==> config.mk <==
export PLATFORM = sky130hd
export DESIGN_NAME = uart_rx
export DESIGN_NICKNAME = d
export VERILOG_FILES = /design/src/rtl/uart_rx.sv
export SDC_FILE = /design/constraint.sdc
export NUM_CORES = 1
export LEC_CHECK = 0
export ABC_AREA = 1
export ABC_CLOCK_PERIOD_IN_PS = 2200
export CORE_AREA = 4 4 66 68
export CTS_BUF_LIST = sky130_fd_sc_hd__clkbuf_2 sky130_fd_sc_hd__clkbuf_4 sky130_fd_sc_hd__clkbuf_8
export DETAILED_ROUTE_END_ITERATION = 10
export DIE_AREA = 0 0 70 72
export PLACE_DENSITY = 0.85
export SLEW_MARGIN = 30
export SYNTH_ARGS = -nofsm -noshare
export SYNTH_HDL_FRONTEND = slang
export SYNTH_SLANG_ARGS = --single-unit
==> constraint.sdc <==
create_clock -name sys_clk -period 2.2 [get_ports sys_clk]
set_input_delay 0.66 -clock sys_clk [delete_from_list [all_inputs] [get_ports sys_clk]]
set_output_delay 0.66 -clock sys_clk [all_outputs]
set_load 0.02 [all_outputs]
==> src/rtl/uart_rx.sv <==
// uart_rx: 8E1 serial receiver (start, 8 data LSB first, even parity, stop).
// Bytes are offered on a valid/ready output. Error events are reported as
// one-cycle pulses.
// Build option: define UART_RX_FIFO_EN to place a 4-entry FIFO between the
// deserializer and the outputs. Without it, a single holding register is used.
package riscv_pkg;
  localparam int unsigned UART_BAUDRATE = 115_200;
endpackage

module uart_rx #(
  parameter int unsigned CLK_FREQ_HZ = 70_000_000,
  parameter int unsigned BAUDRATE    = riscv_pkg::UART_BAUDRATE
) (
  input  logic       sys_clk,
  input  logic       sys_rstn,
  input  logic       rx_i,
  output logic [7:0] m_data,
  output logic       m_valid,
  input  logic       m_ready,
  output logic       parity_err,
  output logic       frame_err,
  output logic       overrun
);

  localparam int unsigned DATA_W  = 8;
  localparam int unsigned BIT_CYC = (CLK_FREQ_HZ + BAUDRATE / 2) / BAUDRATE;
  localparam int unsigned CNT_W   = $clog2(BIT_CYC) + 1;
  localparam logic [CNT_W-1:0] FULL_LAST = CNT_W'(BIT_CYC - 1);
  localparam logic [CNT_W-1:0] HALF_LAST = CNT_W'(BIT_CYC / 2 - 1);

  typedef enum logic [2:0] {
    IDLE, START, DATA, PARITY, STOP, WAIT_IDLE
  } state_t;

  logic              sync_q1;
  logic              rx_s;
  logic              rx_prev;
  logic [1:0]        settle;
  logic              fall;
  state_t            state;
  logic [CNT_W-1:0]  cnt;
  logic [2:0]        bit_idx;
  logic [DATA_W-1:0] shreg;
  logic              par_bad;
  logic              push;
  logic              bit_done;

  // Two-flop synchronizer plus edge-detect history. The settle counter keeps
  // the edge detector blind until the chain holds real line samples, so a line
  // that is already low at reset release is never mistaken for a start edge.
  always_ff @(posedge sys_clk or negedge sys_rstn) begin
    if (!sys_rstn) begin
      sync_q1 <= 1'b1;
      rx_s    <= 1'b1;
      rx_prev <= 1'b1;
      settle  <= 2'd0;
    end else begin
      sync_q1 <= rx_i;
      rx_s    <= sync_q1;
      rx_prev <= rx_s;
      if (settle != 2'd3) settle <= settle + 2'd1;
    end
  end

  assign fall     = (settle == 2'd3) && rx_prev && !rx_s;
  assign bit_done = (cnt == FULL_LAST);

  // Frame sequencer: bit timing, sampling and registered error/push pulses.
  always_ff @(posedge sys_clk or negedge sys_rstn) begin
    if (!sys_rstn) begin
      state      <= IDLE;
      cnt        <= '0;
      bit_idx    <= '0;
      par_bad    <= 1'b0;
      push       <= 1'b0;
      parity_err <= 1'b0;
      frame_err  <= 1'b0;
    end else begin
      push       <= 1'b0;
      parity_err <= 1'b0;
      frame_err  <= 1'b0;
      case (state)
        IDLE: begin
          cnt <= '0;
          if (fall) state <= START;
        end
        START: begin
          if (cnt == HALF_LAST) begin
            cnt     <= '0;
            bit_idx <= '0;
            // A high line at mid start bit is a glitch: drop it silently.
            state   <= rx_s ? IDLE : DATA;
          end else begin
            cnt <= cnt + 1'b1;
          end
        end
        DATA: begin
          if (bit_done) begin
            cnt     <= '0;
            bit_idx <= bit_idx + 3'd1;
            if (bit_idx == 3'd7) state <= PARITY;
          end else begin
            cnt <= cnt + 1'b1;
          end
        end
        PARITY: begin
          if (bit_done) begin
            cnt     <= '0;
            par_bad <= (rx_s != (^shreg));
            state   <= STOP;
          end else begin
            cnt <= cnt + 1'b1;
          end
        end
        STOP: begin
          if (bit_done) begin
            cnt <= '0;
            if (!rx_s) begin
              // Framing error wins over parity; wait for the line to recover.
              frame_err <= 1'b1;
              state     <= WAIT_IDLE;
            end else if (par_bad) begin
              parity_err <= 1'b1;
              state      <= IDLE;
            end else begin
              push  <= 1'b1;
              state <= IDLE;
            end
          end else begin
            cnt <= cnt + 1'b1;
          end
        end
        WAIT_IDLE: begin
          cnt <= '0;
          if (rx_s) state <= IDLE;
        end
        default: state <= IDLE;
      endcase
    end
  end

  // Data shift register (LSB first); pure datapath, no reset needed.
  always_ff @(posedge sys_clk) begin
    if (state == DATA && bit_done) shreg <= {rx_s, shreg[DATA_W-1:1]};
  end

`ifdef UART_RX_FIFO_EN
  logic [DATA_W-1:0] mem [4];
  logic [1:0]        wr_ptr;
  logic [1:0]        rd_ptr;
  logic [2:0]        count;
  logic              pop;
  logic              full;
  logic              wr_en;

  assign m_valid = (count != 3'd0);
  assign m_data  = mem[rd_ptr];
  assign pop     = m_valid && m_ready;
  assign full    = (count == 3'd4);
  // A simultaneous pop frees the slot the push needs, even when full.
  assign wr_en   = push && (!full || pop);

  // Four-entry output FIFO with overrun pulse when a push finds no room.
  always_ff @(posedge sys_clk or negedge sys_rstn) begin
    if (!sys_rstn) begin
      for (int i = 0; i < 4; i++) mem[i] <= '0;
      wr_ptr  <= '0;
      rd_ptr  <= '0;
      count   <= '0;
      overrun <= 1'b0;
    end else begin
      overrun <= push && !wr_en;
      if (wr_en) begin
        mem[wr_ptr] <= shreg;
        wr_ptr      <= wr_ptr + 2'd1;
      end
      if (pop) rd_ptr <= rd_ptr + 2'd1;
      case ({wr_en, pop})
        2'b10:   count <= count + 3'd1;
        2'b01:   count <= count - 3'd1;
        default: count <= count;
      endcase
    end
  end
`else
  // Single holding register; a push while the old byte is still pending
  // is dropped and flagged, leaving the held byte untouched.
  always_ff @(posedge sys_clk or negedge sys_rstn) begin
    if (!sys_rstn) begin
      m_data  <= '0;
      m_valid <= 1'b0;
      overrun <= 1'b0;
    end else begin
      overrun <= 1'b0;
      if (push) begin
        if (!m_valid || m_ready) begin
          m_data  <= shreg;
          m_valid <= 1'b1;
        end else begin
          overrun <= 1'b1;
        end
      end else if (m_valid && m_ready) begin
        m_valid <= 1'b0;
      end
    end
  end
`endif

endmodule

[Yosys cells after proc, flatten, opt, wreduce, memory -nomap -nowiden]
Cells that the tools add are included.
Storage, ports and cells
  register bits after elaboration: 44
  input port bits: 4
Operators by class
  $add $sub $neg: 3
  eq/ne operators: 19
  multiplexer cells: 32
  reduce and logical (&&, ||, !) cells: 19
Operators with widths (number)
  $pmux 11 s3: 1
  $mux 3: 10
  $mux 11: 2
  $pmux 3 s6: 1
  $mux 1: 16
  $ne 2x2->1 const B: 8
  $add 11x1->11 const B: 1
  $eq 11x10->1 const B: 1
  $eq 11x9->1 const B: 1
  $eq 3x3->1 const B: 3
  $reduce_xor 8->1: 1
  $reduce_and 7->1: 1
  $eq 3x2->1 const B: 2
  $pmux 3 s2: 1
  $reduce_and 2->1: 3
  $logic_and 1x1->1: 4
  $reduce_bool 2->1: 2
  $add 3x1->3 const B: 1
  $eq 3x1->1 const B: 1
  $logic_not 3->1: 1
  $reduce_and 3->1: 1
  $reduce_bool 3->1: 1
  $reduce_or 3->1: 1
  $add 2x1->2 const B: 1
  7 further kinds: 8

[Depth between registers and ports, before layout]
Gate-level depths: netlist of run 1.
  word-level depth: 5
  gate-level depth with buffers: 10
  gate-level depth less buffers: 10

[Worst setup path before layout of run 1]
OpenSTA, ideal clock, no wires.
  path type: flip-flop to flip-flop
  start point: reg cnt[0]
  end point: reg shreg[0], enable pin
  setup time: 0.324 ns
  arrival: 1.216 ns
  required time: 1.876 ns
  path slack: 0.660 ns
  stages on the path, launching flop included: 8
  path buffers: 0
  clock period less this slack: 1.540 ns
  path through: dfrtp_1 -> ha_1 -> inv_1 -> nor2_4 -> nand2_4 -> nor2_2 -> nand2_2 -> inv_1
Between the ends
  longest elaborated chain between the ends: 2
RTL lines
  from (decl): RTL line 41  | logic [CNT_W-1:0] cnt;
  from (signal assigned): RTL line 94  | cnt <= cnt + 1'b1;
  from (signal assigned): RTL line 103  | cnt <= cnt + 1'b1;
  from (signal assigned): RTL line 112  | cnt <= cnt + 1'b1;
  $eq 11x10->1: RTL line 66  | assign bit_done = (cnt == FULL_LAST);
  $logic_and 1x1->1: RTL line 144  | if (state == DATA && bit_done) shreg <= {rx_s, shreg[DATA_W-1:1]};
  to (signal assigned): RTL line 144
  to (decl): RTL line 43  | logic [DATA_W-1:0] shreg;
Every way passes these cells.
A chain may end at the register's enable or synchronous reset.

[Worst setup path after layout of run 1]
  start point: reg m_data[3]
  end point: out m_data[3]
RTL lines
  from (decl): RTL line 17  | output logic [7:0] m_data,
  from (signal assigned): RTL line 197  | m_data <= shreg;
No word-level cell between the ends.

==> results.md, run 1 <==
- Post-CTS sizing: 0
- Post-synth top area cell: dfrtp_1
- Top-area cell type share of the netlist area: 0.371
- Met3 usage: 0.0429
- Synth top cells by count: nand2_1, inv_1, dfrtp_1, nand3_1, nor2_1
- Antenna viol nets, final: 0
- Crit-path max cell delay: approximately 0.6 ns
- Syn_nets: approximately 280
- Largest net degree at the start of global routing: 37
- Number of synthesized flops with an enable pin: 8
- Mapped Area: between 2000 and 2500 µm²
- Gr usage total: 0.170
- Dpl hpwl: between 2000 and 3000 µm
- Worst setup SP type: register
- PwrDens: between 700 and 800 nW/µm²
- Met2 Track Usage GR: 0.294
- Cell Chain, Critical Path: clkdlybuf4s50_1
- Worst Setup End Kind: output pin
- FFs w/ async S/R, synth: 0.818
- Fin nets: between 200 and 300
- ANT cells: 0
- GRT busiest layer: met2
- WS Path Type: reg -> out
- DRT iter0 DRCs: 86
- Most common flop cell mapped by yosys: dfrtp_1
- Largest cells by area after synthesis: dfrtp_1, nand2_1, edfxtp_1
- Worst-path clk slew: around 0.080 ns
- Remaining DRCs: 0
- Count leader, synth: nand2_1
- Final Skew: 0.00588 ns
- Post-CTS Setup Bufs: 0
- Via count: 1713
- Slew at the pin closest to its max-slew limit: about 0.46 ns
- H-tree depth: 2
- Crit Path Max Fanout: 2
- Number of global-route vias before repair: 1628
- Setup total negative slack: 0 ns
- Syn Area/Cell: 8.33 µm²
- Final hold vios: 0
- Warnings, synthesis: 0
- Unique masters post-synth: 33
- Hold-fix buffers, CTS: 0
- Die ar.: 5040 µm²
- Drt first pass iters: 4
- RePlAce Congestion: between 0.8 and 0.9
- Max clock buf depth: 2
- Initial antenna violation count: 0
- Slowest stage cell on the critical path: clkdlybuf4s50_1
- Share of post-route cells with drive strength above 1: 0.104
- Relative slew slack: 0.692
- Placed cells: ~330
- Initial Util: 0.577
- Root Driver: clkbuf_8
- First-pass GRT wire length: slightly below 7000 µm
- CTS tree: built
- Maxcap violations: 0
- # clock sinks: 44
- Required time worst endpoint: between 1.5 and 2 ns
- Grt ovf: 0
- Port Buffers: 15
- Core area: approximately 3900 µm²
- Die width: 70 µm
- Post-synthesis sequential area ratio: 0.515
- Flops & latches, synth: 44
- Post-DR wirelength/cell: 11.2 µm
- VDD IR-drop max: between 0.0005 and 0.0006 V
- Min Tclk post-route: approximately 1.9 ns
- GR Util met1: 0.202
- RSZ-0062 raised after global routing: false
- Pleak: 1.28 nW
- Worst-skew pair later-pin latency: roughly 0.30 ns
- Status: completed
- Arrival time worst endpoint: roughly 1.3 ns
- WL final: around 3800 µm
- Worst path bufs/invs: 1
- Fmax: between 0.5 and 0.6 GHz
- Count of final setup violators: 0
- Fin cells: ~340
- TritonCTS Buffers: 5
- Worst Hold Class: reg -> reg
- Row Count: 23
- Delay-heaviest family, CP: buffers and inverters
- Pins over their slew limit: 0
- # IOs: 16
- Cells after Synth: 267
- Via/cell ratio: around 5.1
- Fin crit share: 0.870
- Die Height: 72 µm
- Area grow syn2layout: 13.5%
-- kinds of logic (layout without fill, tap and decap cells) --
family / Yosys count / after routing / synth area share
simple gates: 144 / 144 / 0.293
flops: 44 / 44 / 0.515
xor+xnor: 3 / 3 / 0.0118
mux: 4 / 4 / 0.0197
buf+inv: 46 / 68 / 0.0799
compound gates: 22 / 22 / 0.0585
fa+ha+maj: 4 / 4 / 0.0225
-- per-stage QoR --
stage	power, mW	area (µm²)	hold WS, ns	util	setup slack (ns)
2_1_floorplan	1.37	2220	0.345	-	0.660
3_3_place_gp	1.47	2440	0.346	0.632	0.458
3_5_place_dp	1.49	2440	0.347	0.632	0.420
4_1_cts	1.99	2520	0.358	0.655	0.273
5_1_grt	2.12	2520	0.364	0.655	0.228
6_report	1.98	2520	0.358	0.655	0.287
-- power by group --
group          switching, mW  leakage, nW  internal [mW]  total (mW)
combinational          0.344        0.680          0.171       0.515
sequential            0.0680        0.548          0.889       0.957
clock                  0.257       0.0491          0.247       0.504
-- flip-flops by register name, indices dropped and copies added (netlist names), 2 cells and up --
register	cells
bit_idx	3
cnt	11
m_data	8
settle	2
shreg	8
state	3
-- layer usage --
layer	share of wire	vias to the layer above
met5	0	-
met2	0.49	40
met3	0.052	6
li1	-	893
met1	0.44	774
met4	0.018	0
-- worst paths after layout --
kind / startpoint / to / slack, ns / cells past startpoint
worst max-delay path: m_data[3]$_DFFE_PN0P_ / m_data[3] / 0.29 / 1
worst min-delay path: sync_q1$_DFF_PN1_ / rx_s$_DFF_PN1_ / 0.36 / 0
worst max register to register: cnt[0]$_DFFE_PN0P_ / shreg[6]$_DFFE_PP_ / 0.51 / 7
worst min register to register: sync_q1$_DFF_PN1_ / rx_s$_DFF_PN1_ / 0.36 / 0
max in group asynchronous: sys_rstn / rx_prev$_DFF_PN1_ / 1.08 / 2
min in group asynchronous: sys_rstn / state[2]$_DFFE_PN0P_ / 0.78 / 2
-- layout by cell type (no fill, tap or decap), types with 5 or more instances in the layout --
cell type and count:
edfxtp_1 8, nor3_1 5, clkdlybuf4s50_1 15, clkbuf_8 5, nand4_1 5, dfrtp_1 33
nand3_1 26, nor2_1 16, nand2_1 78, inv_1 43, o21ai_0 13
-- layout make-up --
type | count | area [µm²]
fill | 325 | 1330
sequential | 44 | 1140
multi-input combinational | 177 | 902
timing repair buffer | 17 | 165
inverter | 43 | 161
clock buffer | 7 | 83.8
tap | 50 | 62.6
clock inverter | 1 | 5.00
Note: power is estimated with default switching activity, not from simulation.
==> run 2: changes to the inputs <==
--- a/config.mk
+++ b/config.mk
@@ -9,6 +9,7 @@
 export ABC_CLOCK_PERIOD_IN_PS = 2200
 export CORE_AREA = 4 4 66 68
 export CTS_BUF_LIST = sky130_fd_sc_hd__clkbuf_2 sky130_fd_sc_hd__clkbuf_4 sky130_fd_sc_hd__clkbuf_8
+export CTS_CLUSTER_SIZE = 12
 export DETAILED_ROUTE_END_ITERATION = 10
 export DIE_AREA = 0 0 70 72
 export PLACE_DENSITY = 0.85
==> results of run 2 <==
Same layout as run 1: the final DEF is identical, and so are final timing and power.
==> run 3: changes to the inputs <==
--- a/config.mk
+++ b/config.mk
@@ -12,6 +12,7 @@
 export CTS_CLUSTER_SIZE = 12
 export DETAILED_ROUTE_END_ITERATION = 10
 export DIE_AREA = 0 0 70 72
+export GPL_TIMING_DRIVEN = 0
 export PLACE_DENSITY = 0.85
 export SLEW_MARGIN = 30
 export SYNTH_ARGS = -nofsm -noshare
==> results.md, run 3 (synthesis gave the netlist of run 1 again) <==
- Die ar.: 5040 µm² (unchanged)
- Cell Chain, Critical Path: clkdlybuf4s50_1
- Largest net degree at the start of global routing: 26 (-30%)
- Slowest stage cell on the critical path: clkdlybuf4s50_1
- Reg2reg setup slack: 0.49 ns (-0.02 ns)
- # clock sinks: 44 (unchanged)
- Status: completed
- DRT iter0 DRCs: 75 (-13%)
- Worst setup SP type: register
- Core area: 3860 µm² (unchanged)
- Worst Hold Class: in -> async
- Worst-skew pair later-pin latency: 0.29 ns (about the same)
- Antenna viol nets, final: 0 (unchanged)
- Worst-path clk slew: 0.08 ns (about the same)
- WL final: 3750 µm (-0.71%)
- RePlAce Congestion: 0.834 (-0.73%)
- Met3 usage: 0.0416 (-0.00139)
- Worst flop-to-flop path endpoint: shreg[5]$_DFFE_PP_
- Most frequent cells in the layout: nand2_1, inv_1, dfrtp_1, nand3_1, nor2_1
- Crit-path max cell delay: 0.61 ns (about the same)
- Initial antenna violation count: 0 (unchanged)
- Post-DR wirelength/cell: 11.0 µm (-1.3%)
- Worst path bufs/invs: 1 (unchanged)
- Slew at the pin closest to its max-slew limit: 0.310 ns (-0.152 ns)
- Initial Util: 0.577 (unchanged)
- Max clock buf depth: 2 (unchanged)
- Fin cells: 341 (+0.59%)
- Grt ovf: 0 (unchanged)
- Die Height: 72 µm (unchanged)
- H-tree depth: 2 (unchanged)
- Root Driver: clkbuf_8
- Setup total negative slack: 0 ns (unchanged)
- Overall Power: 2.08 mW (+5.3%)
- Row Count: 23 (unchanged)
- Pins over their slew limit: 0 (unchanged)
- Fin nets: 298 (+0.68%)
- Multi-input logic area: 902 µm² (unchanged)
- Cells on worst reg2reg path: 7 (unchanged)
- GRT busiest layer: met2
- PwrDens: 809 nW/µm² (+3.4%)
- Gr usage total: 0.163 (-0.00688)
- Arrival time worst endpoint: 1.27 ns (+0.02 ns)
- Worst Setup End Kind: output pin
- Drt first pass iters: 5 (+1)
- # IOs: 16 (unchanged)
- CTS tree: built
- Number of global-route vias before repair: 1572 (-3.4%)
- Fin crit share: 0.875 (+0.00550)
- Via/cell ratio: 5.01 (-0.76%)
- Remaining DRCs: 0 (unchanged)
- Crit Path Max Fanout: 2 (unchanged)
- Biggest register: cnt
- Share of post-route cells with drive strength above 1: 0.110 (+0.00616)
- Min Tclk post-route: 1.93 ns (+0.0121 ns)
- Final hold vios: 0 (unchanged)
- CP Depth: 1 (unchanged)
- Share of power burned in registers: 0.461 (-0.023)
- VDD IR-drop max: 0.000525 V (+3.3%)
- Max reg flops: 11 (unchanged)
- Crit path to: m_data[5]
- # fillers: 330 (+1.5%)
- Area grow syn2layout: 15.6%
- Maxcap violations: 0 (unchanged)
- ANT cells: 0 (unchanged)
- Setup crit start: m_data[5]$_DFFE_PN0P_
- TritonCTS Buffers: 5 (unchanged)
- GR Util met1: 0.187 (-0.0149)
- Biggest regs: cnt (11), m_data (8), shreg (8)
- Sequential cell area: 1140 µm² (unchanged)
- Final Skew: 0.00429 ns (-0.00158 ns)
- Required time worst endpoint: 1.54 ns (about the same)
- RSZ-0062 raised after global routing: false
- WS Path Type: reg -> out
- Post-CTS Setup Bufs: 0 (unchanged)
- Count of final setup violators: 0 (unchanged)
- Sw power: 0.666 mW (-0.46%)
- Hold-fix buffers, CTS: 0 (unchanged)
- Relative slew slack: 0.793 (+0.102)
- First-pass GRT wire length: 6610 µm (-3.8%)
- Via count: 1710 (-0.18%)
- Port Buffers: 15 (unchanged)
- Post-CTS sizing: 0 (unchanged)
- Pleak: 1.30 nW (+1.9%)
- Gate power share: 0.247 (-0.013)
- Internal: 1.41 mW (+8.2%)
- Leading cell type in the layout, fill and taps excluded: nand2_1
- Fmax: 0.519 GHz (-0.63%)
- Sw Share: 0.320 (-0.0184)
- FF-to-FF Start: cnt[0]$_DFFE_PN0P_
- Placed cells: 333 (+0.60%)
- Met2 Track Usage GR: 0.293 (-0.00105)
- Delay-heaviest family, CP: buffers and inverters
- Clock power share: 0.292 (+0.037)
- Dpl hpwl: 2870 µm (+3.7%)
- Die width: 70 µm (unchanged)
-- run 3: metrics by stage --
stage	setup WS [ns]	cell area, µm²	util	hold WS, ns
after floorplan	0.660	2220	-	0.345
after global placement	-0.265	2440	0.632	0.346
after detailed placement	0.245	2460	0.638	0.347
after CTS	0.260	2570	0.667	0.240
after global routing	0.217	2570	0.667	0.249
final	0.275	2570	0.667	0.243
-- run 3: worst min path at each step --
stage / startpoint / endpoint / slack (ns)
4_1_cts: sys_rstn / m_valid$_DFFE_PN0P_ / 0.24
6_report: sys_rstn / m_valid$_DFFE_PN0P_ / 0.24
3_5_place_dp: sync_q1$_DFF_PN1_ / rx_s$_DFF_PN1_ / 0.35
3_3_place_gp: sync_q1$_DFF_PN1_ / rx_s$_DFF_PN1_ / 0.35
2_1_floorplan: sync_q1$_DFF_PN1_ / rx_s$_DFF_PN1_ / 0.35
5_1_grt: sys_rstn / m_valid$_DFFE_PN0P_ / 0.25
-- run 3: power groups by stage --
stage / combinational (mW) / sequential [mW] / clock (mW)
floorplan: 0.411 / 0.955 / 0
global placement: 0.496 / 0.969 / 0
detailed placement: 0.519 / 0.971 / 0
CTS: 0.519 / 0.956 / 0.630
global route: 0.590 / 0.967 / 0.661
finish: 0.515 / 0.958 / 0.608
-- run 3: cell type report --
cell class | instances | share of cell area
timing repair buffer | 16 | 0.0672
multi-input combinational | 177 | 0.351
buffer | 3 | 0.00633
inverter | 43 | 0.0628
tap | 50 | 0.0243
clock buffer | 6 | 0.0297
clock inverter | 2 | 0.0136
sequential | 44 | 0.445
-- run 3: routing by layer --
metal | wire, µm | vias to the layer above
met5 | 0 | -
met1 | 1650 | 777
li1 | - | 894
met2 | 1890 | 32
met3 | 163 | 7
met4 | 53 | 0
